===== src/rtl/pipeline_ctrl.sv =====
// Pipeline hazard and data-memory handshake controller.
// Arbitrates memory stalls, load-use bubbles and branch flushes.
module pipeline_ctrl #(
    parameter int TIMEOUT = 15,
    parameter int CNT_W   = 16
) (
    input  logic             clk_i,
    input  logic             start_i,
    input  logic             IDEX_MemRead_i,
    input  logic [4:0]       IDEX_RDaddr_i,
    input  logic [4:0]       IFID_RS1addr_i,
    input  logic [4:0]       IFID_RS2addr_i,
    input  logic             Branch_taken_i,
    input  logic             EXMEM_MemRead_i,
    input  logic             EXMEM_MemWrite_i,
    input  logic             mem_ack_i,
    output logic             mem_req_o,
    output logic             PCWrite_o,
    output logic             IFID_Write_o,
    output logic             IFID_Flush_o,
    output logic             IDEX_Bubble_o,
    output logic             MEMWB_Bubble_o,
    output logic             IDEX_Hold_o,
    output logic             EXMEM_Hold_o,
    output logic             err_o,
    output logic [CNT_W-1:0] stall_cnt_o
);

    localparam int WW = $clog2(TIMEOUT + 1);

    typedef enum logic [1:0] {
        IDLE = 2'd0,
        BUSY = 2'd1,
        ERR  = 2'd2
    } state_t;

    state_t        state;
    logic [WW-1:0] wait_cnt;
    logic          memop;
    logic          mem_stall;
    logic          load_use;
    logic          rd_match;

    // Request, stall and hazard detection
    always_comb begin
        memop     = EXMEM_MemRead_i | EXMEM_MemWrite_i;
        mem_req_o = start_i &
                    (((state == IDLE) & memop) | (state == BUSY));
        mem_stall = (mem_req_o & ~mem_ack_i) | (state == ERR);
        rd_match  = (IDEX_RDaddr_i == IFID_RS1addr_i) |
                    (IDEX_RDaddr_i == IFID_RS2addr_i);
        load_use  = IDEX_MemRead_i & (IDEX_RDaddr_i != 5'd0) & rd_match;
    end

    // Pipeline register controls, memory stall outranks load-use outranks branch
    always_comb begin
        PCWrite_o      = 1'b1;
        IFID_Write_o   = 1'b1;
        IFID_Flush_o   = 1'b0;
        IDEX_Bubble_o  = 1'b0;
        MEMWB_Bubble_o = 1'b0;
        IDEX_Hold_o    = 1'b0;
        EXMEM_Hold_o   = 1'b0;
        if (!start_i) begin
            PCWrite_o      = 1'b0;
            IFID_Write_o   = 1'b0;
            IFID_Flush_o   = 1'b1;
            IDEX_Bubble_o  = 1'b1;
            MEMWB_Bubble_o = 1'b1;
        end else if (mem_stall) begin
            PCWrite_o      = 1'b0;
            IFID_Write_o   = 1'b0;
            IDEX_Hold_o    = 1'b1;
            EXMEM_Hold_o   = 1'b1;
            MEMWB_Bubble_o = 1'b1;
        end else if (load_use) begin
            PCWrite_o     = 1'b0;
            IFID_Write_o  = 1'b0;
            IDEX_Bubble_o = 1'b1;
        end else if (Branch_taken_i) begin
            IFID_Flush_o = 1'b1;
        end
    end

    // Memory handshake FSM; wait_cnt counts unacked request cycles
    always_ff @(posedge clk_i) begin
        if (!start_i) begin
            state    <= IDLE;
            wait_cnt <= '0;
            err_o    <= 1'b0;
        end else begin
            unique case (state)
                IDLE: begin
                    if (mem_req_o && !mem_ack_i) begin
                        state    <= BUSY;
                        wait_cnt <= WW'(1);
                    end else begin
                        wait_cnt <= '0;
                    end
                end
                BUSY: begin
                    if (mem_ack_i) begin
                        state    <= IDLE;
                        wait_cnt <= '0;
                    end else if (wait_cnt == WW'(TIMEOUT)) begin
                        state <= ERR;
                        err_o <= 1'b1;
                    end else begin
                        wait_cnt <= wait_cnt + WW'(1);
                    end
                end
                ERR: begin
                    err_o <= 1'b1;
                end
                default: begin
                    state    <= IDLE;
                    wait_cnt <= '0;
                end
            endcase
        end
    end

    // Saturating count of cycles lost to memory stalls or load-use bubbles
    always_ff @(posedge clk_i) begin
        if (!start_i) begin
            stall_cnt_o <= '0;
        end else if ((mem_stall || load_use) && (stall_cnt_o != '1)) begin
            stall_cnt_o <= stall_cnt_o + CNT_W'(1);
        end
    end

endmodule


===== config.mk =====
export PLATFORM = sky130hd
export DESIGN_NAME = pipeline_ctrl
export DESIGN_NICKNAME = d
export VERILOG_FILES = /design/src/rtl/pipeline_ctrl.sv
export SDC_FILE = /design/constraint.sdc
export NUM_CORES = 1
export LEC_CHECK = 0
export ABC_AREA = 1
export CAP_MARGIN = 30
export CORE_MARGIN = 1.5
export CORE_UTILIZATION = 52
export CTS_BUF_LIST = sky130_fd_sc_hd__clkbuf_2
export DETAILED_ROUTE_END_ITERATION = 12
export HOLD_SLACK_MARGIN = 0.08
export PLACE_DENSITY = 0.95
export SYNTH_ARGS = -nofsm -noshare
export SYNTH_HDL_FRONTEND = slang
export SYNTH_SLANG_ARGS = --single-unit
export TNS_END_PERCENT = 20

===== constraint.sdc =====
create_clock -name clk_i -period 2.18 [get_ports clk_i]
set_input_delay 0.436 -clock clk_i [delete_from_list [all_inputs] [get_ports clk_i]]
set_output_delay 0.436 -clock clk_i [all_outputs]
set_load 0.01 [all_outputs]

==> out/metrics.yaml, run 1 <==
run_status:
  status: "complete, no violations"
global_routing:
  grt_usage_pct: 22.6
  grt_pass1_wl_mm: 6.04
  grt_max_degree: 32
  antenna_found_initial: 0
  grt_pass1_vias: 1532
  grt-ovfl-total: 0
sta:
  rsz0062_at_grt: "true"
  slew_headroom_pct: 79.3
  tns_ns: 0
  max_freq_ghz: 0.472
  slew_viol_final: 0
  min_period_ns: 2.12
  min_period_over_period_pct: 97.2
  worst_pin_slew_ns: 0.309
  skew_ns: 0.00690
  final-setup-viol-count: 0
  final_hold_viol_count: 0
routing:
  ant_nets: 0
  drt-initial-drc-count: 56
  wirelength_mm: 3.44
  drc: 0
  vias: 1620
  dr.pass1.iters: 4
  vias_per_cell: 4.88
  wl_per_cell_um: 10.4
critical_path:
  critical_path_arrival_ns: 1.68
  critPathCaptureType: "primary output"
  rr_worst_depth: 10
  r2r-start: "stall_cnt_o[0]"
  r2r-end: "stall_cnt_o[6]"
  required_ns: 1.74
  r2r_setup_slack_ns: 0.44
  path_max_fanout: 3
  crit_path_start_kind: "input pin"
  crit_type: "in -> out"
logic_synthesis:
  synth_cells: 251
  yosys_warnings: 0
  synth_area_leader_cell: "dfxtp_1"
  syn_area_um2: 1520
  ys_seq_area_share_pct: 30.3
  syn_nets: 275
  netlist.area_leader.share_pct: 30.3
  synth_seq_cells: 23
  synth.area.top_cells: "dfxtp_1 (30%), nand2_1 (17%), inv_1 (10%)"
  syn_avg_cell_area_um2: 6.06
  synth_top_family_by_area: "simple AND/OR/NAND/NOR gates"
  yosys.cell_types.count: 25
  synth.area.mux_share_pct: 0
  synthAdderAreaFrac_pct: 1.64
  synthSimpleGateAreaFrac_pct: 42.4
  synth_compound_area_share_pct: 9.54
  synth_xor_xnor_area_share_pct: 1.73
final_layout:
  final_nets: 326
  syn_to_final_growth_pct: 31.8
  drive_gt1_share_pct: 9.63
  diodes: 0
  num-fill-cells: 244
clock_tree:
  h-tree-depth: 1
  cts_num_sinks: 23
  numCtsBuffers: 3
  clock_latency_ns: 0.33
  clockBufferDepth: 2
  clockRootBuffer: "clkbuf_2"
  path_clk_slew_ns: 0.22
  cts_tree: "yes"
place:
  dp_hpwl_mm: 2.79
  place.gp.congestion: 0.794
  numPortBuffers: 46
die:
  die_h_um: 57.1
  die_w_um: 57.1
  num_io_pins: 47
  core_area_um2: 2760
  rows: 19
  die_area_um2: 3260
  initial_utilization_pct: 55.2
worst_hold_path:
  hold_end: "wait_cnt[1]"
  hold_start: "wait_cnt[1]"
  hold_path_depth: 2
  min_path_type: "reg -> reg"
power_and_ir_drop:
  p_leak_nw: 1.03
  irDropWorstVdd_mv: 0.355
  p_total_uw: 760
  power_density_nw_per_um2: 379
flow_run:
  max-cap-violations: 0
==> logic make-up (layout without fill, tap and decap cells) <==
kind of cell	after synthesis	count (layout)
AND/OR/NAND/NOR	146	146
buffers and inverters	50	100
AO/OA/AOI/OAI	27	27
flip-flops	23	23
XOR/XNOR	3	3
adder cells (fa/ha/maj)	2	2
==> where the power goes <==
group / internal [mW] / switching [mW]
clock: 0.0416 / 0.128
sequential: 0.427 / 0.00621
combinational: 0.0781 / 0.0793
==> Yosys cell counts, drive strengths merged <==
cell	number
nand2	73
inv	42
nor2	41
dfxtp	23
nand3	22
a21oi	21
buf	7
nand4	6
o21ai	5
ha	2
nand3b	2
nor3	2
xnor2	2
clkinv	1
o21a	1
xor2	1
==> critical path, stage by stage <==
cell             delay, ns
clkdlybuf4s50_1       0.43
buf_4                 0.15
xnor2_1               0.15
nand3_1               0.09
nand2_1               0.08
nand2_2               0.08
o21ai_1               0.12
buf_2                 0.15
==> registers in the layout (all words and copies together) (netlist names) <==
register	flops
state	2
stall_cnt_o	16
err_o	1
wait_cnt	4
==> timing repair <==
| item | in CTS | in global routing |
|---|---|---|
| hold endpoints to repair | 0 | 0 |
| setup buffers | 0 | 0 |
| hold buffers | 0 | 0 |
| endpoints found under the setup margin | 8 | 6 |
| pin swaps | 1 | 1 |
| resized for setup | 24 | 9 |
==> routing by layer <==
metal  vias up  share of wire [%]  GRT usage (%)
met5         -                  0              0
met4         0               0.38           4.65
met3         2                2.9           4.76
met2        23                 54           43.8
met1       722                 43           25.0
li1        873                  -              -
==> how the worst max path moves through the flow <==
stage	startpoint	end	slack (ns)	depth (start not counted)
finish	IDEX_RDaddr_i[2]	IDEX_Bubble_o	0.06	8
global route	IDEX_RDaddr_i[2]	IDEX_Bubble_o	-0.03	10
CTS	IFID_RS2addr_i[0]	IDEX_Bubble_o	-0.08	10
detailed placement	IDEX_RDaddr_i[4]	IDEX_Bubble_o	-0.52	10
global placement	IDEX_RDaddr_i[4]	IDEX_Bubble_o	-0.45	10
floorplan	IDEX_RDaddr_i[3]	PCWrite_o	0.31	9
==> metrics by stage <==
stage / cells / setup WS [ns] / hold slack (ns) / area, um2 / util, %
after global routing: 332 / -0.0270 / 0.536 / 2010 / 72.7
after CTS: 332 / -0.0824 / 0.516 / 2010 / 73.0
after detailed placement: 328 / -0.518 / 0.470 / 2020 / 73.1
final: 332 / 0.0619 / 0.510 / 2010 / 72.7
after global placement: 328 / -0.450 / 0.464 / 2020 / 73.1
after floorplan: 251 / 0.306 / 0.462 / 1520 / -
==> area by class of cell <==
class / count / area (um2) / share of cell area, %
tap: 31 / 38.8 / 1.93
multi-input combinational: 178 / 845 / 42.1
clock buffer: 3 / 15.0 / 0.749
sequential: 23 / 460 / 23.0
timing repair buffer: 53 / 480 / 24.0
clock inverter: 1 / 5.00 / 0.250
inverter: 43 / 161 / 8.05
==> placed cells by master, fill, tap and decap left out, drive strengths merged, types with 5 or more instances in the layout <==
| cell | count |
|---|---|
| nand3 | 22 |
| nand2 | 73 |
| clkdlybuf4s50 | 32 |
| dfxtp | 23 |
| inv | 42 |
| buf | 11 |
| nand4 | 6 |
| clkbuf | 5 |
| a21oi | 21 |
| nor2 | 41 |
| o21ai | 5 |
| dlygate4sd2 | 6 |
(Power assumes the default switching activity.)
==> run 2, diff against run 1 <==
--- a/config.mk
+++ b/config.mk
@@ -8,11 +8,11 @@
 export ABC_AREA = 1
 export CAP_MARGIN = 30
 export CORE_MARGIN = 1.5
-export CORE_UTILIZATION = 52
+export CORE_UTILIZATION = 43
 export CTS_BUF_LIST = sky130_fd_sc_hd__clkbuf_2
 export DETAILED_ROUTE_END_ITERATION = 12
 export HOLD_SLACK_MARGIN = 0.08
-export PLACE_DENSITY = 0.95
+export PLACE_DENSITY = 0.89
 export SYNTH_ARGS = -nofsm -noshare
 export SYNTH_HDL_FRONTEND = slang
 export SYNTH_SLANG_ARGS = --single-unit
==> constraint.sdc (replaced) <==
create_clock -name clk_i -period 1.9 [get_ports clk_i]
set_input_delay 0.38 -clock clk_i [delete_from_list [all_inputs] [get_ports clk_i]]
set_output_delay 0.38 -clock clk_i [all_outputs]
set_load 0.01 [all_outputs]
==> run 2 against run 1 <==
  * Via count grew 0.49%
  * Die area is 20% higher
  * Combinational power grew 22%
  * Total power up 17%
  * Sequential share of layout area down 0.84 points
  * Worst setup slack improved by 0.0038 ns
  * Flip-flop and latch count did not move
  * Cell area grew 4.4%
  * Core utilization decreased by 10 points
  * Largest cell class unchanged
==> out/metrics.yaml, run 2 (synthesis gave the netlist of run 1 again) <==
critical_path:
  required_ns: 1.52
  slowest_delay_ns: 0.25
  worst_path_most_repeated_cell: "nand2_1"
  crit_path_start_kind: "input pin"
  critPathCaptureType: "primary output"
  crit_buf_inv: 3
  critical_path_arrival_ns: 1.45
  crit_type: "in -> out"
  crit_chain: "dlygate4sd2_1, inv_2, nand2_1, nand2_1, nor2_2, nand3_1, nand2_1, nand2_2, nand3_2, nand2_2, buf_6"
  critical_path_cell_count: 11
  crit_slowest_cell: "dlygate4sd2_1"
  crit_family: "simple AND/OR/NAND/NOR gates"
  rr_worst_depth: 8
  path_max_fanout: 3
die:
  core_area_um2: 3360
  die_area_um2: 3900
  num_io_pins: 47
  initial_utilization_pct: 45.2
  die_h_um: 62.5
  rows: 21
  die_w_um: 62.5
sta:
  min_period_ns: 1.83
  slew_viol_final: 0
  final-setup-viol-count: 0
  slew_headroom_pct: 78.9
  final_hold_viol_count: 0
  skew_ns: 0.0341
  max_freq_ghz: 0.545
  min_period_over_period_pct: 96.5
  tns_ns: 0
  worst_pin_slew_ns: 0.317
  rsz0062_at_grt: "false"
routing:
  vias_per_cell: 4.68
  wl_per_cell_um: 10.2
  top_layer: "met4"
  drc: 0
  dr.pass1.iters: 4
  wl_met2_mm: 1.71
  route.met3.wl_um: 143
  wirelength_mm: 3.56
  vias: 1628
  ant_nets: 0
  drt-initial-drc-count: 64
  wl_met1_mm: 1.67
global_routing:
  grt_pass1_vias: 1503
  antenna_found_initial: 0
  grt_usage_pct: 18.6
  grt_pass1_wl_mm: 6.20
  grt_max_degree: 32
  grt-ovfl-total: 0
final_layout:
  num-fill-cells: 309
  diodes: 0
  reg_top3: "stall_cnt_o x16, wait_cnt x4, state x2"
  final_common_cell: "nand2_1"
  final_nets: 327
  final_cell_mix: "nand2_1 (67), inv_1 (39), nor2_1 (33)"
  syn_to_final_growth_pct: 37.6
  drive_gt1_share_pct: 16.2
  top_register: "stall_cnt_o"
  largest_reg_flops: 16
worst_hold_path:
  hold_path_depth: 2
  min_path_type: "reg -> reg"
clock_tree:
  clockRootBuffer: "clkbuf_2"
  clock_latency_ns: 0.35
  postCtsHoldBufs: 0
  cts_tree: "yes"
  clockBufferDepth: 2
  path_clk_slew_ns: 0.19
  cts_num_sinks: 23
  numCtsBuffers: 3
  h-tree-depth: 1
power_and_ir_drop:
  p_total_uw: 889
  p_leak_nw: 1.13
  power_density_nw_per_um2: 425
  irDropWorstVdd_mv: 0.343
place:
  dp_hpwl_mm: 2.67
  numPortBuffers: 46
  place.gp.congestion: 0.826
run_status:
  status: "complete, no violations"
flow_run:
  max-cap-violations: 0
run 2: cell types whose count changed in the layout (fill, tap and decap cells not counted), moves of 2 or more:
| cell | delta |
|---|---|
| dfxtp_1 | -2 |
| clkbuf_2 | +2 |
| nand2_1 | -2 |
| nor2_1 | -6 |
| dlymetal6s2s_1 | +9 |
| clkdlybuf4s50_1 | -12 |
| nor2_2 | +5 |
| dfxtp_2 | +2 |
| inv_1 | -2 |
run 2: routing by layer:
metal / global-route usage, % / up-vias
li1: - / 880
met1: 23.5 / 711
met2: 33.6 / 33
met3: 3.24 / 4
met4: 2.78 / 0
met5: 0 / -
run 2: where the power goes:
group	internal (mW)	total, mW	switching (mW)	leakage [nW]
Sequential	0.491	0.498	0.00750	0.187
Combinational	0.0917	0.192	0.101	0.932
Clock	0.0476	0.199	0.151	0.0164
Total	0.630	0.889	0.259	1.13
run 2: layout make-up:
type | count | area [um2] | share of cell area [%]
Multi-Input combinational cell | 178 | 891 | 42.6
Timing Repair Buffer | 54 | 498 | 23.8
Sequential cell | 23 | 463 | 22.1
Inverter | 43 | 164 | 7.83
Tap cell | 46 | 57.6 | 2.75
Clock buffer | 3 | 15.0 | 0.717
Clock inverter | 1 | 5.00 | 0.239
run 2: path summary, 6_finish.rpt:
kind	start	to	slack, ns
worst max-delay path	IDEX_RDaddr_i[1]	IFID_Flush_o	0.07
worst min-delay path	wait_cnt[1]	wait_cnt[1]	0.50
worst max register to register	stall_cnt_o[1]	stall_cnt_o[15]	0.19
worst min register to register	wait_cnt[1]	wait_cnt[1]	0.50
run 2: repair_timing:
item	in CTS	in global routing
endpoints found under the setup margin	8	9
resized for setup	35	39
buffers inserted	0	0
pin swaps	2	9
run 2: stage by stage:
stage	setup slack, ns	hold slack [ns]	utilization (%)	cell area (um2)	std cells
final	0.0657	0.501	62.2	2090	348
after global routing	0.00244	0.534	62.2	2090	348
after CTS	-0.156	0.503	60.4	2030	348
after detailed placement	-0.662	0.471	60.7	2040	344
after global placement	-0.660	0.470	60.7	2040	344
after floorplan	0.138	0.462	-	1520	251
run 2: worst register-to-register path, stage by stage (launching register included):
cell	delay, ns
dfxtp_1	0.43
ha_1	0.20
nand2_2	0.08
nor3_4	0.29
nand4_2	0.19
nand2_1	0.15
nor2_1	0.07
a21oi_2	0.14
nor2_2	0.05
